--- src/rtl/tone_pkg.sv ---
// Shared tone protocol constants: note divider table, classification thresholds,
// octave window and decoder state encoding. Also used by the tone generator.
package tone_pkg;

  localparam logic [1:0] ST_IDLE    = 2'd0;
  localparam logic [1:0] ST_MEASURE = 2'd1;
  localparam logic [1:0] ST_LOCKED  = 2'd2;

  typedef struct packed {
    logic [2:0] octave;
    logic [3:0] note;
  } tone_code_t;

  // div+1 per note, A first; the generator half-period is DIV_TAB[n] * (256 >> octave)
  localparam int unsigned DIV_TAB [12] = '{512, 483, 456, 431, 406, 384,
                                           362, 342, 323, 304, 287, 271};

  // Midpoints between adjacent octave-0-scaled table entries, descending
  localparam int unsigned THR [11] = '{127360, 120192, 113536, 107136, 101120, 95488,
                                       90112, 85120, 80256, 75648, 71424};

  localparam int unsigned WIN_LO = 67456;
  localparam int unsigned WIN_HI = 134912;

  function automatic int unsigned gen_half(input logic [2:0] oct, input logic [3:0] nt);
    return DIV_TAB[nt] * (32'd256 >> oct);
  endfunction

endpackage

--- src/rtl/tone_classifier.sv ---
// Combinational half-period classifier: scales h into the octave-0 window,
// then picks the note by counting thresholds above the scaled value.
module tone_classifier
  import tone_pkg::*;
#(
  parameter int CNT_W    = 18,
  parameter int MIN_HALF = 2048
) (
  input  logic [CNT_W-1:0] h,
  output logic             reject,
  output logic [2:0]       octave,
  output logic [3:0]       note
);

  logic [31:0] h_ext;
  logic [31:0] v;
  logic        found;

  assign h_ext = 32'(h);

  always_comb begin
    found  = 1'b0;
    octave = 3'd0;
    v      = 32'd0;
    note   = 4'd0;
    // Smallest shift that lifts h into the window wins
    for (int o = 0; o <= 5; o++) begin
      if (!found && ((h_ext << o) >= WIN_LO)) begin
        found  = 1'b1;
        octave = 3'(o);
        v      = h_ext << o;
      end
    end
    for (int i = 0; i < 11; i++) begin
      if (THR[i] > v) note = note + 4'd1;
    end
    reject = !found || (h_ext < 32'(MIN_HALF)) || (h_ext >= WIN_HI);
  end

endmodule

--- src/rtl/tone_decoder.sv ---
// Recovers the fullnote code from a speaker-line square wave by timing its
// half-periods and requiring LOCK_COUNT matching classifications.
module tone_decoder
  import tone_pkg::*;
#(
  parameter int CNT_W      = 18,
  parameter int TIMEOUT    = 150000,
  parameter int MIN_HALF   = 2048,
  parameter int LOCK_COUNT = 2
) (
  input  logic             clk,
  input  logic             rst_n,
  input  logic             tone_in,
  output logic [5:0]       fullnote,
  output logic [2:0]       octave,
  output logic [3:0]       note,
  output logic             note_valid,
  output logic             new_note,
  output logic [CNT_W-1:0] half_period
);

  logic             sync1, sync2, sync2_d, edge_q;
  logic [CNT_W-1:0] cnt, h_q;
  logic             cap_v;
  logic [1:0]       state;
  tone_code_t       cand, c_code;
  logic [3:0]       match, m_next;
  logic             c_rej, same, hit;
  logic [5:0]       c_full;

  tone_classifier #(.CNT_W(CNT_W), .MIN_HALF(MIN_HALF)) u_cls (
    .h      (h_q),
    .reject (c_rej),
    .octave (c_code.octave),
    .note   (c_code.note)
  );

  always_comb begin
    same   = (c_code == cand);
    m_next = 4'd1;
    if (same) m_next = (match == 4'hf) ? match : match + 4'd1;
    hit    = cap_v && !c_rej && (m_next == 4'(LOCK_COUNT));
    c_full = 6'(c_code.octave) * 6'd12 + 6'(c_code.note);
  end

  always_ff @(posedge clk or negedge rst_n) begin
    if (!rst_n) begin
      sync1       <= 1'b0;
      sync2       <= 1'b0;
      sync2_d     <= 1'b0;
      edge_q      <= 1'b0;
      cnt         <= '0;
      h_q         <= '0;
      cap_v       <= 1'b0;
      state       <= ST_IDLE;
      cand        <= '0;
      match       <= 4'd0;
      fullnote    <= 6'd0;
      octave      <= 3'd0;
      note        <= 4'd0;
      note_valid  <= 1'b0;
      new_note    <= 1'b0;
      half_period <= '0;
    end else begin
      sync1    <= tone_in;
      sync2    <= sync1;
      sync2_d  <= sync2;
      edge_q   <= sync2 ^ sync2_d;
      new_note <= 1'b0;

      if (cap_v) begin
        if (c_rej) begin
          match <= 4'd0;
        end else begin
          half_period <= h_q;
          match       <= m_next;
          cand        <= c_code;
          if (hit) begin
            state      <= ST_LOCKED;
            fullnote   <= c_full;
            octave     <= c_code.octave;
            note       <= c_code.note;
            note_valid <= 1'b1;
            // Re-confirming the code already shown is not a change
            new_note   <= (state != ST_LOCKED) || (c_code.octave != octave) || (c_code.note != note);
          end
        end
      end

      if (edge_q) begin
        cnt   <= CNT_W'(1);
        h_q   <= cnt;
        // The edge that leaves IDLE closes no meaningful interval
        cap_v <= (state != ST_IDLE);
        if (state == ST_IDLE) state <= ST_MEASURE;
      end else begin
        cap_v <= 1'b0;
        if (cnt != '1) cnt <= cnt + CNT_W'(1);
        if (cnt == CNT_W'(TIMEOUT)) begin
          state      <= ST_IDLE;
          cand       <= '0;
          match      <= 4'd0;
          fullnote   <= 6'd0;
          octave     <= 3'd0;
          note       <= 4'd0;
          note_valid <= 1'b0;
          new_note   <= 1'b0;
        end
      end
    end
  end

endmodule

--- config.mk ---
export PLATFORM = sky130hd
export DESIGN_NAME = tone_decoder
export DESIGN_NICKNAME = d
export VERILOG_FILES = /design/src/rtl/tone_pkg.sv /design/src/rtl/tone_classifier.sv /design/src/rtl/tone_decoder.sv
export SDC_FILE = /design/constraint.sdc
export NUM_CORES = 1
export LEC_CHECK = 0
export ABC_CLOCK_PERIOD_IN_PS = 11300
export CAP_MARGIN = 10
export CORE_MARGIN = 3
export CORE_UTILIZATION = 45
export DETAILED_ROUTE_END_ITERATION = 10
export GPL_TIMING_DRIVEN = 0
export PLACE_DENSITY = 0.7
export SETUP_SLACK_MARGIN = 0.2
export SLEW_MARGIN = 20
export SYNTH_ARGS = -nofsm -noshare
export SYNTH_HDL_FRONTEND = slang
export SYNTH_SLANG_ARGS = --single-unit
export TNS_END_PERCENT = 5
--- constraint.sdc ---
create_clock -name clk -period 11.3 [get_ports clk]
set_input_delay 2.825 -clock clk [delete_from_list [all_inputs] [get_ports clk]]
set_output_delay 2.825 -clock clk [all_outputs]
set_load 0.03 [all_outputs]
# Word-level counts from Yosys, hierarchy flattened
# Cells that the tools add are included.
[totals]
regBits = 87
output_inout_bits = 33
elab_cells = 154
[classes]
magnitude_cmp = 19
eq_ne = 8
reduce_logical = 22
multipliers = 1
n_bitwise = 2
n_mux = 72
n_addsub = 13
[op_table]
columns = ["operator", "count"]
rows = [
  ["$gt A17 B32 Y1 const A", 11],
  ["$mux W32", 5],
  ["$mux W4", 21],
  ["$mux W18", 3],
  ["$add A4 B1 Y4 const B", 10],
  ["$mux W6", 5],
  ["$mux W7", 4],
  ["$mux W3", 9],
  ["$ge A23 B17 Y1 const B", 1],
  ["$ge A22 B17 Y1 const B", 1],
  ["$ge A21 B17 Y1 const B", 1],
  ["$ge A20 B17 Y1 const B", 1],
  ["$ge A19 B17 Y1 const B", 1],
  ["$mux W1", 19],
  ["$add A18 B1 Y18 const B", 1],
  ["$eq A18 B18 Y1 const B", 1],
  ["$ge A18 B17 Y1 const B", 1],
  ["$ge A18 B18 Y1 const B", 1],
  ["$lt A18 B12 Y1 const B", 1],
  ["$ne A18 B18 Y1 const B", 1],
  ["$mux W2", 6],
  ["$eq A7 B7 Y1", 1],
  ["$logic_and A1 B1 Y1", 7],
  ["$logic_not A1 Y1", 7],
  ["14 further kinds", 18],
]

# Longest topological paths before layout
[logic_depth]
word_depth = 48
mapped_depth = 52
mapped_depth_nobuf = 49

# Cells and area by module
# A second synthesis with hierarchy kept.
[unflattened]
hier_cells = 703
area_unflattened_um2 = 6680.2
[modules_own_cells]
columns = ["module", "area_each_um2", "seq_area_each_um2", "instances", "cells_each"]
rows = [
  ["tone_decoder", 4060.1, 2177.1, 1, 339],
  ["tone_classifier", 2620.0, 0.0, 1, 364],
]

# Worst setup path after synthesis
# OpenSTA, ideal clock, no wires.
[synth_timing]
path_kind = "reg-to-reg"
from = "reg h_q[10]"
to = "reg octave[1]"
t_required_ps = 11168
path_stages_with_launch = 49
path_slack_ps = 622
t_arrival_ps = 10546
path_cell_list = "dfrtp_1 buf_6 or4_4 buf_6 o21ai_4 a211oi_1 a2111oi_2 o221ai_1 or3_1 o21ai_0 a22oi_1 nor3_1 nor2_1 ha_1 buf_1 inv_1 xnor2_1 ha_1 [... 13 more ...] mux2i_1 a21oi_1 ha_1 and3_1 a2111oi_0 nand2_1 ha_1 mux2_2 ha_1 nor2b_1 a311o_1 a2111o_1 a21oi_1 nand4_1 mux2i_4 buf_6 mux2i_1 nor2_1"
[synth_via]
elab_chain_cells = 48
[synth_lines]
columns = ["element", "line_no", "rtl"]
rows = [
  ["from (decl)", "tone_decoder.sv:23", "logic [CNT_W-1:0] cnt, h_q;"],
  ["from (signal assigned)", "tone_decoder.sv:92", "h_q <= cnt;"],
  ["$ge A18 B17 Y1", "tone_classifier.sv:28", "if (!found && ((h_ext << o) >= WIN_LO)) begin"],
  ["$mux W1", "tone_classifier.sv:28", ""],
  ["$logic_not A1 Y1", "tone_classifier.sv:28", ""],
  ["$logic_and A1 B1 Y1", "tone_classifier.sv:28", ""],
  ["$mux W1", "tone_classifier.sv:28", ""],
  ["$logic_not A1 Y1", "tone_classifier.sv:28", ""],
  ["$logic_and A1 B1 Y1", "tone_classifier.sv:28", ""],
  ["$mux W1", "tone_classifier.sv:28", ""],
  ["[... 32 more ...]", "-", ""],
  ["$mux W4", "tone_decoder.sv:41", "if (same) m_next = (match == 4'hf) ? match : match + 4'd1;"],
  ["$eq A4 B2 Y1", "tone_decoder.sv:42", "hit = cap_v && !c_rej && (m_next == 4'(LOCK_COUNT));"],
  ["$logic_and A1 B1 Y1", "tone_decoder.sv:42", ""],
  ["$mux W3", "tone_decoder.sv:78", "if (hit) begin"],
  ["$mux W3 *", "tone_decoder.sv:72", "if (c_rej) begin"],
  ["$mux W3 *", "tone_decoder.sv:71", "if (cap_v) begin"],
  ["$mux W3", "tone_decoder.sv:99", "if (cnt == CNT_W'(TIMEOUT)) begin"],
  ["$mux W3 *", "tone_decoder.sv:90", "if (edge_q) begin"],
  ["to (signal assigned)", "tone_decoder.sv:81", "octave <= c_code.octave;"],
  ["to (decl)", "tone_decoder.sv:15", "output logic [2:0] octave,"],
]
# Mark *: on every way between the ends. The rest lies on a longest branch, timed or not.
# A chain may end at the register's enable or synchronous reset.

# Final worst setup path
[layout_timing]
from = "reg h_q[7]"
to = "reg octave[2]"
# Same word-level chain as after synthesis.

==> results.tsv <==
stage	metric	value	unit
run_status	status	finished, final reports clean	
setup_path	CP peak stage delay	550	ps
layout	final instance area	0.00836	mm²
timing	Max Slew Vio Count	0	
grt	vias in the first global route	6183	
timing	relative slew slack	0.241	
job	maxcap violations	0	
routing	via/cell ratio	6.42	
pwr	VDD IR max	0.0930	mV
grt	initial antenna violation count	0	
worst_hold_path	WHS Endpoint	sync2	
pwr	sw power	0.162	mW
yosys	syn nets	785	
routing	drt first pass iters	5	
floorplanning	row count	44	
yosys	post-synthesis mux area share	0.0725	
pwr	Seq pwr share	0.506	
pwr	combinational share of power	0.053	
yosys	synth unique cells	98	
timing	final worst path period need	10710	ps
place	Placed Area	0.00749	mm²
setup_path	crit path DAT	10910	ps
pwr	Clk pwr share	0.442	
yosys	Async SR Flop Fraction	1.00	
floorplanning	initial core utilization	0.467	
yosys	ys flop type	dfrtp_1	
pwr	sw frac	0.246	
yosys	Post-Syn Instances	764	
setup_path	Worst Setup Path Type	flop to flop	
routing	Routed WL per cell	19.3	µm
clock_tree	Skew-Pair Late Insertion Delay	350	ps
clock_tree	cts-stage hold buffer count	0	
routing	Antenna Nets Post-Route	0	
timing	clk_skew	13.8	ps
yosys	Post-Synth Adder-Cell Area	0.0349	
worst_hold_path	hold path cells	0	
clock_tree	clock slew at reported path FFs	70	ps
timing	worst hold margin	363	ps
yosys	post-synthesis compound-gate area fraction	0.230	
layout	Area Overhead vs Synth	21.4	%
setup_path	flop-to-flop setup slack	590	ps
floorplanning	DIE AREA	0.0168	mm²
setup_path	reg2reg path depth	48	
timing	Worst-Margin Slew	1130	ps
place	IO buf count	35	
routing	initial detailed-routing violation count	686	
clock_tree	number of CTS-inserted buffers	9	
yosys	largest family of logic cells by synthesized area	compound AO/OA/AOI/OAI gates	
setup_path	Startpoint Class	flop	
setup_path	CP Max Fanout	7	
grt	Total Routing Usage GR	0.235	
setup_path	worst r2r src	h_q[7]	
timing	RSZ-0062 raised after global routing	no	
yosys	Mean Syn Cell Area	9.01	µm²
yosys	ranking of synthesized cells by area	dfrtp_1 (32%), mux2_2 (4.7%), nor2_1 (4.3%)	
layout	Layout Cells excl Fill	1037	
worst_hold_path	Hold Crit Class	flop to flop	
grt	global-route wire length before repair	31800	µm
pwr	P per Cell Area	78.5	mW/mm²
timing	period utilization	0.948	
clock_tree	clk root buf	clkbuf_16	
yosys	area leader, netlist	dfrtp_1	
clock_tree	CTS max path bufs	2	
layout	Antenna diodes	0	
timing	fmax	0.0934	GHz
setup_path	Worst path slowest cell	or4_4	
place	Detail Placement HPWL	13800	µm
pwr	internal power	0.495	mW
setup_path	CP Data Required Time	11500	ps
floorplanning	CORE AREA	0.0148	mm²
setup_path	cell mode on critical path	ha_1	
pwr	Leakage	3.50	nW
timing	TNS Setup	0	ps
routing	routed vias	6656	
timing	Final Hold Vio Count	0	
yosys	flops & latches, synth	87	
layout	Final nets	869	
yosys	share of the synthesized area in the top cell type	0.316	
place	RePlAce Congestion	0.959	
yosys	yosys warns	0	
yosys	Post-Synth Simple-Gate Area	0.220	
yosys	Post-Syn Area	0.00688	mm²
setup_path	worst reg2reg path endpoint	octave[2]	
setup_path	Crit. End Element	flop	
clock_tree	htree depth	3	
yosys	EDFF count, synth	0	
worst_hold_path	worst hold start	sync1	
clock_tree	Sink Count	87	
clock_tree	CTS tree	done	
floorplanning	I/O Pins	36	
floorplanning	chip width	130	µm
floorplanning	Die Y	130	µm
grt	total global routing overflow	0	
place	Placed Cells	984	
timing	final setup violation count	0	
yosys	register area share after synthesis	0.316	
layout	layout cells sized above 1	0.210	
routing	Routed WL	20000	µm
routing	drt drc	0	
grt	pin count of the biggest net entering global routing	55	
yosys	XOR/XNOR Fraction of Synth Area	0.0825	
## metrics by stage
step	util	power, mW	setup slack, ps
6_report	0.566	0.656	591
4_1_cts	0.544	0.660	223
5_1_grt	0.566	0.679	74.4
3_5_place_dp	0.508	0.371	-1080
2_1_floorplan	-	0.353	622
3_3_place_gp	0.506	0.369	-963
## how the worst max path moves through the flow
stage                        from     endpoint  slack [ps]  cells past startpoint
after CTS                 h_q[10]    octave[2]         220                     50
after global placement    h_q[16]  fullnote[2]        -960                     47
final                      h_q[7]    octave[2]         590                     48
after global routing      h_q[10]  fullnote[3]          70                     50
after floorplan           h_q[10]    octave[1]         620                     48
after detailed placement  h_q[14]  fullnote[3]       -1080                     47
## placed cells by master, fill, tap and decap left out, types with 8 or more instances in the layout
master	n
a21oi_1	37
o21ai_0	23
clkbuf_16	9
xnor2_1	24
inv_1	27
dfrtp_1	87
or3_1	11
a211oi_1	10
and4_1	8
nor3_1	23
nand3_1	24
nor2_1	75
nand4_1	22
and3_1	14
and2_1	9
clkbuf_1	17
mux2i_1	14
buf_4	36
mux2_2	29
nand2b_1	12
ha_1	15
xor2_1	18
clkdlybuf4s50_1	34
nand2_1	48
clkbuf_2	9
## synth_stat cells (5+ instances only)
cell	n
dfrtp_1	87
nor2_1	78
nand2_1	50
a21oi_1	38
mux2_2	29
inv_1	28
nor3_1	28
clkbuf_1	26
o21ai_0	26
nand3_1	25
xnor2_1	24
nand4_1	22
xor2_1	18
ha_1	16
mux2i_1	15
and3_1	14
nand2b_1	13
a211oi_1	12
or3_1	12
a31oi_1	9
and2_1	9
and4_1	8
o2111ai_1	7
a31o_2	6
buf_1	6
nor4_1	6
o21a_1	6
a2111oi_0	5
a21o_1	5
o22ai_1	5
## flip-flops by register name (all words and copies together) (netlist names)
signal,count
sync1,1
octave,3
cap_v,1
edge_q,1
fullnote,6
match,4
note_valid,1
cand,7
state,2
h_q,18
sync2_d,1
new_note,1
cnt,18
half_period,18
note,4
sync2,1
## worst max-delay path, delay by kind of cell (launching register included)
family	cells	cell delay [ps]
buffers and inverters	7	880
AOI/OAI and AO/OA	16	3560
muxes	4	960
xor gates and xnor gates	1	80
DFF	1	440
and+or+nand+nor	11	2000
adders and majority gates	9	2620
## timing repair
| item | 4_1_cts | 5_1_grt |
|---|---|---|
| setup endpoints to repair | 21 | 21 |
| pin swaps | 9 | 23 |
| cloned | 0 | 2 |
| buffers inserted | 10 | 25 |
| gates resized for setup | 38 | 40 |
## cell type report
class	instances	area (µm²)
fillers	1325	6400
multi-input cells	607	4670
flip-flops and latches	87	2180
repair buffers	73	654
clock buffers	11	253
well taps	184	230
plain buffers	41	216
inverters	29	116
clock inverters	5	38.8
## kinds of logic after synthesis
group	count (synthesis)
simple gates	292
flops	87
fa+ha+maj	18
buf+inv	70
xor+xnor	51
mux	45
compound gates	201
## power by group through the flow
| stage | sequential [mW] | clock [mW] | combinational, mW |
|---|---|---|---|
| 2_1_floorplan | 0.332 | 0 | 0.0209 |
| 3_3_place_gp | 0.337 | 0 | 0.0321 |
| 3_5_place_dp | 0.337 | 0 | 0.0341 |
| 4_1_cts | 0.331 | 0.295 | 0.0345 |
| 5_1_grt | 0.333 | 0.308 | 0.0386 |
| 6_report | 0.332 | 0.290 | 0.0345 |
## layer usage
layer | wire (µm) | vias to the layer above | GRT usage
li1 | - | 3066 | -
met1 | 8770 | 3195 | 0.337
met2 | 9030 | 326 | 0.358
met3 | 1580 | 69 | 0.0354
met4 | 674 | 0 | 0.0947
met5 | 0 | - | 0
(Power assumes the default switching activity.)
